### src/rtl/fetch_stage.sv
// Instruction-fetch stage with IF/ID pipeline latch, fetch-side halt FSM
// and fetch/stall performance counters.
module fetch_stage #(
  parameter int unsigned CNT_W   = 32,
  parameter logic [5:0]  HALT_OP = 6'h3F
) (
  input  logic             CLK,
  input  logic             nRST,
  input  logic [31:0]      imemaddr,
  input  logic [31:0]      npc,
  input  logic             ihit,
  input  logic [31:0]      imemload,
  input  logic             stall,
  input  logic             flush,
  output logic             imemREN,
  output logic             pc_en,
  output logic [31:0]      ifid_instr,
  output logic [31:0]      ifid_pc,
  output logic [31:0]      ifid_npc,
  output logic             ifid_valid,
  output logic             halted,
  output logic [CNT_W-1:0] fetch_cnt,
  output logic [CNT_W-1:0] stall_cnt
);

  localparam int unsigned WORD_W = 32;
  localparam int unsigned OP_W   = 6;

  typedef enum logic {
    RUN      = 1'b0,
    HALTWAIT = 1'b1
  } state_t;

  typedef struct packed {
    logic [WORD_W-1:0] instr;
    logic [WORD_W-1:0] pc;
    logic [WORD_W-1:0] npc;
    logic              valid;
  } ifid_t;

  state_t            state_q, state_d;
  ifid_t             ifid_q, ifid_d;
  logic [CNT_W-1:0]  fetch_cnt_q, stall_cnt_q;
  logic              run;
  logic              halt_now;
  logic              capture;
  logic              stall_cycle;
  logic [OP_W-1:0]   opcode;

  assign opcode      = imemload[WORD_W-1 -: OP_W];
  assign run         = (state_q == RUN);
  assign halt_now    = ihit & (opcode == HALT_OP);
  assign capture     = run & ihit & ~stall & ~flush;
  assign stall_cycle = run & ~flush & (~ihit | stall);

  // State register
  always_ff @(posedge CLK or negedge nRST) begin
    if (!nRST) begin
      state_q <= RUN;
    end else begin
      state_q <= state_d;
    end
  end

  // Next-state and combinational control; the PC holds on a HALT address
  always_comb begin
    state_d = state_q;
    imemREN = 1'b0;
    pc_en   = flush;
    unique case (state_q)
      RUN: begin
        imemREN = 1'b1;
        if (ihit && !stall && !halt_now) begin
          pc_en = 1'b1;
        end
        if (capture && halt_now) begin
          state_d = HALTWAIT;
        end
      end
      HALTWAIT: begin
        // A flush means the HALT was fetched down the wrong path
        if (flush) begin
          state_d = RUN;
        end
      end
      default: state_d = RUN;
    endcase
  end

  // IF/ID next value: flush beats stall beats capture, otherwise a bubble
  always_comb begin
    ifid_d = ifid_q;
    if (flush) begin
      ifid_d.instr = '0;
      ifid_d.valid = 1'b0;
    end else if (stall) begin
      ifid_d = ifid_q;
    end else if (capture) begin
      ifid_d.instr = imemload;
      ifid_d.pc    = imemaddr;
      ifid_d.npc   = npc;
      ifid_d.valid = 1'b1;
    end else begin
      ifid_d.instr = '0;
      ifid_d.valid = 1'b0;
    end
  end

  always_ff @(posedge CLK or negedge nRST) begin
    if (!nRST) begin
      ifid_q <= '0;
    end else begin
      ifid_q <= ifid_d;
    end
  end

  // Performance counters wrap freely
  always_ff @(posedge CLK or negedge nRST) begin
    if (!nRST) begin
      fetch_cnt_q <= '0;
      stall_cnt_q <= '0;
    end else begin
      if (capture) begin
        fetch_cnt_q <= fetch_cnt_q + CNT_W'(1);
      end
      if (stall_cycle) begin
        stall_cnt_q <= stall_cnt_q + CNT_W'(1);
      end
    end
  end

  assign ifid_instr = ifid_q.instr;
  assign ifid_pc    = ifid_q.pc;
  assign ifid_npc   = ifid_q.npc;
  assign ifid_valid = ifid_q.valid;
  assign halted     = (state_q == HALTWAIT);
  assign fetch_cnt  = fetch_cnt_q;
  assign stall_cnt  = stall_cnt_q;

endmodule

### config.mk
export PLATFORM = sky130hd
export DESIGN_NAME = fetch_stage
export DESIGN_NICKNAME = d
export VERILOG_FILES = /design/src/rtl/fetch_stage.sv
export SDC_FILE = /design/constraint.sdc
export NUM_CORES = 1
export LEC_CHECK = 0
export CORE_UTILIZATION = 43
export CTS_BUF_LIST = sky130_fd_sc_hd__clkbuf_16
export DETAILED_ROUTE_END_ITERATION = 6
export PLACE_DENSITY = 0.91
export SYNTH_ARGS = -nofsm -noshare
export SYNTH_HDL_FRONTEND = slang
export SYNTH_SLANG_ARGS = --single-unit
### constraint.sdc
create_clock -name CLK -period 2.7 [get_ports CLK]
set_input_delay 0.54 -clock CLK [delete_from_list [all_inputs] [get_ports CLK]]
set_output_delay 0.54 -clock CLK [all_outputs]
set_load 0.01 [all_outputs]
* Yosys cells after proc, flatten, opt, wreduce, memory -nomap -nowiden *
Index checks and enable logic that the tools add are counted.

word-level totals
  bits in latches = 0
  RAM bits = 0
  memory bits (read-only) = 0
  word-level logic and storage cells = 40
  input port bits = 101
  memories kept = 0
  bits in registers = 162
  output and inout bits = 164

operators by class
  equality and inequality tests = 2
  muxes and demuxes = 12
  add/sub/neg operators = 2
  reductions and logical operators = 6
  shift operators = 0
  multipliers = 0
  bitwise gates (word level) = 11
  magnitude comparators = 0
  div/mod/pow operators = 0

operator list
  cell                     number
  $mux W97                 1
  $add A32 B1 Y32 const B  2
  $mux W32                 2
  $mux W64                 1
  $mux W1                  7
  $and A1 B1 Y1            6
  $eq A6 B6 Y1 const B     1
  $not A1 Y1               4
  $logic_and A1 B1 Y1      3
  $reduce_and A3 Y1        1
  $logic_not A1 Y1         2
  $ne A2 B1 Y1 const B     1
  $pmux W1 S2              1
  $or A1 B1 Y1             1

* Depth between registers and ports, before layout *
Gate-level depths: netlist of the first run.

  depth in word-level cells = 7
  gate-level depth with buffers = 6
  mapped depth without buffers = 5

* Worst setup path before layout of the first run *
OpenSTA, ideal clock, no wires.

  kind = input to register
  start point = in flush
  end point = reg ifid_q, in the netlist ifid_npc[0]
  setup time = 0.125 ns
  data required time = 2.575 ns
  cell stages on the path = 5
  arrival time = 1.922 ns
  setup slack = 0.654 ns
  cell sequence = clkbuf_1 > nor4b_2 > clkbuf_1 > buf_2 > mux2_2

between the ends
  cells in the longest elaborated chain, start to end = 3

ends and longest elaborated chain
  item                           line  source
  from (decl)                    14    input logic flush,
  $not A1 Y1 (no line) *         -
  $and A1 B1 Y1                  53    assign capture = run & ihit & ~stall & ~flush;
  $reduce_and A3 Y1 (no line) *  -
  to (signal assigned)           113   ifid_q <= ifid_d;
  to (decl)                      42    ifid_t ifid_q, ifid_d;

Mark *: on every way between the ends. The rest lies on a longest branch, timed or not.
A chain may end at the register's enable or synchronous reset.

* Worst setup path after layout of the first run *
  start point = in ihit
  end point = out pc_en

between the ends
  cells in the longest elaborated chain, start to end = 5
  elaborated cells between the ends (all ways) = 6
  classes of those cells = mux: 2; bitwise: 1; reduce/logical: 3

ends and longest elaborated chain
  item                   line  source
  from (decl)            11    input logic ihit,
  $and A1 B1 Y1          52    assign halt_now = ihit & (opcode == HALT_OP);
  $logic_not A1 Y1       73    if (ihit && !stall && !halt_now) begin
  $logic_and A1 B1 Y1 *  73
  $mux W1 *              73
  $mux W1 *              70    unique case (state_q)
  to (decl)              16    output logic pc_en,

Marked as above.

==> results of run 1 <==
[sequential cells by signal, indices dropped and copies added (netlist names)]
register,cells
halted,1
ifid_npc,32
stall_cnt,32
ifid_valid,1
ifid_pc,32
fetch_cnt,32
ifid_instr,32
[layer usage]
| layer | wire, um | up-vias | GRT usage [%] |
|---|---|---|---|
| met3 | 1231 | 40 | 6.290 |
| met1 | 6902 | 2540 | 27.34 |
| met2 | 9087 | 227 | 40.78 |
| li1 | - | 2291 | - |
| met4 | 524 | 0 | 10.76 |
| met5 | 0 | - | 0 |
[final cells by class]
cell class	instances	area share, %
sequential	162	40.07
timing repair buffer	285	28.31
multi-input combinational	289	23.47
clock buffer	17	4.205
tap	184	2.276
clock inverter	14	1.484
inverter	5	0.1855
[cells by family after synthesis]
group           synth area share, %
xor+xnor                      8.325
simple gates                  11.34
flops                         62.15
compound gates                4.604
buf+inv                       1.803
fa+ha+maj                    0.3836
mux                           11.39
[through the flow]
step | total power [mW] | instance area [um^2] | instances
floorplan | 3.487 | 6523 | 478
global placement | 4.419 | 9542 | 925
detailed placement | 4.480 | 9542 | 925
CTS | 6.864 | 10120 | 956
global route | 7.087 | 10120 | 956
finish | 6.805 | 10120 | 956
[worst paths after layout]
| path | cells after the start | slack (ps) | to |
|---|---|---|---|
| worst max-delay path | 4 | 80 | pc_en |
| worst min-delay path | 1 | 140 | fetch_cnt[31]$_DFFE_PN0P_ |
| worst max register to register | 6 | 560 | fetch_cnt[25]$_DFFE_PN0P_ |
| worst min register to register | 1 | 490 | fetch_cnt[31]$_DFFE_PN0P_ |
| max in group asynchronous | 2 | 1870 | stall_cnt[20]$_DFFE_PN0P_ |
| min in group CLK | 1 | 490 | fetch_cnt[31]$_DFFE_PN0P_ |
[cells in the mapped netlist (6+ instances only)]
master    number  area (um^2)
nand2_1       18        67.56
dfrtp_1      162         4054
and4_1         6        52.55
and3_1        10        62.56
nand3_1       22        110.1
buf_2          7        35.03
nand4_1       33        206.5
a22o_1        32        280.3
clkbuf_1      12        45.04
xor2_1         8        70.07
xnor2_1       54        473.0
nor2_1         8        30.03
mux2_2        66        743.2
[layout by cell type, fill, tap and decap left out, types with 6 or more instances in the layout]
master / n
inv_1: 8
buf_4: 16
and4_1: 6
nand3_1: 22
nor2_1: 8
mux2_2: 66
xor2_1: 8
dfrtp_1: 162
nand4_1: 33
xnor2_1: 54
clkbuf_16: 17
a22o_1: 32
and3_1: 10
clkdlybuf4s50_1: 263
nand2_1: 18
[critical path: cells and delay by family]
kind | cells | cell delay [ps]
buf+inv | 2 | 1030
simple gates | 1 | 390
compound gates | 1 | 130
[power breakdown]
part / total [mW] / switching [mW] / internal, mW
Clock: 2.36 / 0.932 / 1.43
Combinational: 1.48 / 0.598 / 0.884
Sequential: 2.96 / 0.243 / 2.72
Total: 6.81 / 1.77 / 5.03
==> results.cfg, run 1 <==
[clock_network]
cts_tree = built
cts_resized = 0
clk_latency_ps = 420
path_clk_slew_ps = 60
cts_hold_buf = 0
numCtsBuffers = 17
postCtsSetupBuffers = 0
clockBufferDepth = 2
h-tree-depth = 4
root_buffer = clkbuf_16
cts_sinks = 162

[run_status]
outcome = complete, but fails checks
violations = DRC

[sta]
timing.final.crit_share_pct = 97.15
min_period_ps = 2623
finalHoldViolCount = 0
setup_violations = 0
fin_tns_setup_ps = 0
holdWs_ps = 136.2
setup_ws_ps = 76.93
relSlewSlack_pct = 35.23
drv_slew = 0
max_freq_mhz = 381.2
rsz0062_at_grt = no
tightest_slew_ps = 964.2
finClkSkew_ps = 5.045

[job]
maxCapViolations = 0

[setup_path]
critPathLaunchType = input port
path_cells = clkdlybuf4s50_1 -> or3b_4 -> o21bai_1 -> clkdlybuf4s50_1
reg2reg_from = halted$_DFF_PN0_
worstSetupPathType = input port to output pin
crit_slowest_cell = clkdlybuf4s50_1
cp_common_cell = clkdlybuf4s50_1
cp-end-kind = output pin
cp_slowest_stage_delay_ps = 550
crit_start = ihit
cp.arrival_ps = 2080
cp.required_ps = 2160
cp_max_fo = 2

[synth]
yosysSeqAreaShare_pct = 62.15
yosys_warnings = 0
ys_ff_latch = 162
synth_nets = 581
avgSynthCellArea_um2 = 13.65
ys.flop_type = dfrtp_1
netlist_area_mm2 = 0.006523
syn_inst = 478
synth_cell_types = 30
ys_async_sr_fraction_pct = 100.0
synth_edf_count = 0

[global_routing]
grt-ovfl-total = 0
first_global_vias = 5430
antenna_found_initial = 0
grt_pass1_wl_um = 28790
grt_use_total_pct = 23.55
grt_max_degree = 73

[final_layout]
fin_nets = 863
final_util_pct = 69.09
antenna_cells = 0
syn2layout_area_growth_pct = 55.11
drive_above_1_share_pct = 15.80
multi_input_area_mm2 = 0.002375
regArea_mm2 = 0.004054
nFillCells = 962

[power]
leakage_nw = 4.263
pwr_density_cell_mw_per_mm2 = 672.6
irDropWorstVdd_mv = 0.3816

[placed_design]
place.port_buffers = 264
hpwl_um = 12830
place.gp.congestion = 0.8582
post-place-ws_ps = 69.84

[hold_path]
min_path_type = input port to async pin

[routing]
drtIter0Drc = 282
drtPass1Iterations = 7
wl_um = 17750
routed-via-count = 5098
viasPerCell = 5.333
post_drt_wl_per_cell_um = 18.56
drc = 40
antenna_left = 0

[floorplanning]
ios = 265
floorplan.rows = 44
die-width_um = 125.2
die_h_um = 125.2
core_mm2 = 0.01464
start_util_pct = 44.54
die-area_mm2 = 0.01567
(Power assumes the default switching activity.)
==> run 2: changes to the inputs <==
--- a/config.mk
+++ b/config.mk
@@ -5,6 +5,7 @@
 export SDC_FILE = /design/constraint.sdc
 export NUM_CORES = 1
 export LEC_CHECK = 0
+export CORE_ASPECT_RATIO = 1.4
 export CORE_UTILIZATION = 43
 export CTS_BUF_LIST = sky130_fd_sc_hd__clkbuf_16
 export DETAILED_ROUTE_END_ITERATION = 6
==> results.cfg, run 2 (synthesis results as in run 1) <==
[run_status]
outcome = finished, final reports clean

[setup_path]
critPathLaunchType = input port
cp-end-kind = output pin
r2r_cells = 4
reg2reg_from = stall_cnt[14]$_DFFE_PN0P_
rr_endpoint = stall_cnt[25]$_DFFE_PN0P_
rrSetupSlack_ps = 740
worstSetupPathType = input port to output pin
cp.arrival_ps = 1730
cp_max_fo = 2
cp.required_ps = 2160

[final_layout]
nFillCells = 1018
fin_nets = 862
multi_input_area_mm2 = 0.002375
antenna_cells = 0
final_common_cell = clkdlybuf4s50_1
final_cell_mix = clkdlybuf4s50_1, dfrtp_1, mux2_2
regArea_mm2 = 0.004054
syn2layout_area_growth_pct = 54.71
drive_above_1_share_pct = 16.06

[global_routing]
grt_pass1_wl_um = 28880
antenna_found_initial = 0
first_global_vias = 5742
grt-ovfl-total = 0
grt_use_total_pct = 23.59
grt_max_degree = 71

[routing]
viasPerCell = 5.338
antenna_left = 0
drtIter0Drc = 127
drtPass1Iterations = 4
drc = 0
wl_um = 17820
routed-via-count = 5130
post_drt_wl_per_cell_um = 18.55

[sta]
tightest_slew_ps = 870.5
max_freq_mhz = 441.0
finalHoldViolCount = 0
setup_violations = 0
drv_slew = 0
timing.final.crit_share_pct = 83.98
fin_tns_setup_ps = 0
rsz0062_at_grt = no
relSlewSlack_pct = 41.52
finClkSkew_ps = 10.69
setup_ws_ps = 432.6
min_period_ps = 2267

[floorplanning]
floorplan.rows = 52
ios = 265
core_mm2 = 0.01464
die_h_um = 147.7
start_util_pct = 44.56
die-area_mm2 = 0.01567
die-width_um = 106.1

[placed_design]
hpwl_um = 13080
place.port_buffers = 264
place.gp.congestion = 0.7938
post-place-ws_ps = 73.41

[clock_network]
h-tree-depth = 4
clockBufferDepth = 2
root_buffer = clkbuf_16
numCtsBuffers = 17
path_clk_slew_ps = 70
cts_hold_buf = 0
postCtsSetupBuffers = 0
cts_resized = 0
cts_sinks = 162
clk_latency_ps = 410
cts_tree = built

[power]
finalPower_mw = 6.705
pwr_density_cell_mw_per_mm2 = 664.5
leakage_nw = 4.242
irDropWorstVdd_mv = 0.3764

[job]
maxCapViolations = 0

[hold_path]
min_path_type = input port to async pin
## run 2: worst max path at each step
stage / start / to / slack (ps) / cells past startpoint
after floorplan: flush / ifid_npc[0]$_DFFE_PN0P_ / 650 / 5
after global placement: ihit / pc_en / 80 / 4
after detailed placement: ihit / pc_en / 70 / 4
after CTS: ihit / pc_en / 60 / 4
after global routing: imemload[31] / pc_en / 340 / 5
final: imemload[26] / pc_en / 430 / 5
## run 2: worst max-delay path, stage by stage
cell	delay (ps)
clkdlybuf4s50_1	510
nand4_1	200
nor2_1	220
o21bai_1	90
dlymetal6s2s_1	170
## run 2: cell type report
class,instances,share of cell area [%]
inverter,5,0.1860
clock buffer,17,4.216
timing repair buffer,284,28.21
sequential,162,40.17
multi-input combinational,289,23.53
clock inverter,15,1.339
tap,189,2.343
## run 2: per-layer routing
layer  track usage, %  routed length [um]
met3            6.437                1106
met4            11.18                 584
met2            42.03                9497
met5                0                   0
met1            25.83                6634
## run 2: report_power, final
| part | switching, mW | total (mW) | internal (mW) |
|---|---|---|---|
| logic | 0.590 | 1.46 | 0.874 |
| clock network | 1.01 | 2.29 | 1.28 |
| registers | 0.233 | 2.95 | 2.72 |
## run 2: stage by stage
step | instance area, um^2 | util, % | std cells | hold WS [ps]
after floorplan | 6523 | - | 478 | 244.4
after global placement | 9528 | 65.09 | 929 | 463.0
after detailed placement | 9528 | 65.09 | 929 | 466.7
after CTS | 10090 | 68.91 | 961 | 134.8
after global routing | 10090 | 68.93 | 961 | 164.8
final | 10090 | 68.93 | 961 | 123.7
==> run 3: changes to the inputs <==
==> constraint.sdc (replaced) <==
create_clock -name CLK -period 2.2 [get_ports CLK]
set_input_delay 0.44 -clock CLK [delete_from_list [all_inputs] [get_ports CLK]]
set_output_delay 0.44 -clock CLK [all_outputs]
set_load 0.01 [all_outputs]
==> results.cfg, run 3 (synthesis results as in run 1) <==
[run_status]
outcome = finished, final reports clean

[routing]
viasPerCell = 5.292
antenna_left = 0
drtPass1Iterations = 5
wl_um = 17980
routed-via-count = 5139
drc = 0
post_drt_wl_per_cell_um = 18.52
drtIter0Drc = 223

[sta]
finalHoldViolCount = 0
max_freq_mhz = 494.3
fin_tns_setup_ps = 0
finClkSkew_ps = 7.886
drv_slew = 0
rsz0062_at_grt = no
min_period_ps = 2023
timing.final.crit_share_pct = 91.96
tightest_slew_ps = 389.7
setup_violations = 0
relSlewSlack_pct = 73.78

[clock_network]
postCtsSetupBuffers = 0
cts_tree = built
cts_sinks = 162
root_buffer = clkbuf_16
h-tree-depth = 4
clockBufferDepth = 2
path_clk_slew_ps = 60
numCtsBuffers = 17
clk_latency_ps = 400

[setup_path]
cp_max_fo = 2
crit_slowest_cell = clkdlybuf4s50_1
path_cells = clkdlybuf4s50_1 -> or3b_4 -> o21bai_1 -> clkbuf_2
rrSetupSlack_ps = 320
rr_endpoint = fetch_cnt[13]$_DFFE_PN0P_
crit_buf_inv = 2
cp.required_ps = 1760
cp_slowest_stage_delay_ps = 470
critPathLaunchType = input port
cp-end-kind = output pin
worstSetupPathType = input port to output pin
r2r_cells = 6
cp.arrival_ps = 1580
critical_path.top_delay_family = buffers and inverters
reg2reg_from = halted$_DFF_PN0_

[final_layout]
antenna_cells = 0
multi_input_area_mm2 = 0.002377
drive_above_1_share_pct = 16.88
fin_nets = 872
syn2layout_area_growth_pct = 56.34
final_common_cell = clkdlybuf4s50_1
final_cell_mix = clkdlybuf4s50_1, dfrtp_1, mux2_2
regArea_mm2 = 0.004054
nFillCells = 987
final_util_pct = 69.66

[power]
pwr_density_cell_mw_per_mm2 = 813.9
irDropWorstVdd_mv = 0.5315
leakage_nw = 4.291
finalPower_mw = 8.300

[floorplanning]
start_util_pct = 44.56
die-width_um = 106.1
die-area_mm2 = 0.01567
core_mm2 = 0.01464
ios = 265
die_h_um = 147.7
floorplan.rows = 52

[global_routing]
grt_use_total_pct = 23.43
grt_max_degree = 64
grt-ovfl-total = 0
grt_pass1_wl_um = 28590
antenna_found_initial = 0
first_global_vias = 5535

[placed_design]
place.port_buffers = 264
place.gp.congestion = 0.8017
hpwl_um = 13160

[hold_path]
worstHoldStart = stall_cnt[31]$_DFFE_PN0P_
min_to = stall_cnt[31]$_DFFE_PN0P_
min_path_type = flop to flop
holdPathStages = 1

[job]
maxCapViolations = 0
[run 3: cell count changes in the layout (fill, tap and decap cells not counted), moves of 2 or more]
cell / previous run / this run
buf_12: 4 / 6
buf_4: 16 / 23
clkinv_4: 4 / 2
clkinvlp_4: 2 / 4
clkinv_2: 2 / 0
clkinv_1: 1 / 3
[run 3: through the flow]
stage          setup slack, ps  cell area [um^2]  hold WS [ps]  std cells
5_1_grt                  121.0             10200         514.2        971
3_5_place_dp            -212.5              9620         369.2        938
2_1_floorplan            252.6              6523         144.4        478
4_1_cts                  52.14             10200         474.6        971
6_report                 176.8             10200         473.3        971
3_3_place_gp            -223.6              9620         361.9        938
[run 3: worst register-to-register path: cells and delay by family (launching register included)]
kind | cells | cell delay (ps)
xor gates and xnor gates | 1 | 170
buffers and inverters | 2 | 390
DFF | 1 | 390
and+or+nand+nor | 3 | 850
[run 3: power breakdown]
part | switching [mW] | internal (mW)
sequential | 0.279 | 3.33
clock | 1.19 | 1.66
combinational | 0.735 | 1.10
[run 3: layer usage]
| metal | wire length (um) | share of wire [%] | up-vias | GRT usage (%) |
|---|---|---|---|---|
| li1 | - | - | 2303 | - |
| met1 | 6676 | 37 | 2592 | 26.07 |
| met2 | 9731 | 54 | 214 | 43.10 |
| met3 | 1184 | 6.6 | 30 | 5.996 |
| met4 | 391 | 2.2 | 0 | 7.917 |
| met5 | 0 | 0 | - | 0 |
[run 3: repair_timing]
item                       in CTS  in global routing
hold endpoints to repair       35                  0
hold buffers                    1                  0
setup endpoints to repair       1                  1
resized for setup               1                  3
[run 3: worst max-delay path by stage]
| stage | start | endpoint | slack [ps] | cells after the start |
|---|---|---|---|---|
| 2_1_floorplan | halted$_DFF_PN0_ | fetch_cnt[28]$_DFFE_PN0P_ | 250 | 5 |
| 3_3_place_gp | ihit | pc_en | -220 | 4 |
| 3_5_place_dp | ihit | pc_en | -210 | 4 |
| 4_1_cts | ihit | pc_en | 50 | 4 |
| 5_1_grt | ihit | pc_en | 120 | 4 |
| 6_report | ihit | pc_en | 180 | 4 |
[run 3: final cells by class]
cell class | count | share of cell area (%)
Clock inverter | 15 | 1.411
Tap cell | 189 | 2.319
Inverter | 5 | 0.1840
Sequential cell | 162 | 39.75
Multi-Input combinational cell | 289 | 23.31
Timing Repair Buffer | 294 | 28.85
Clock buffer | 17 | 4.172
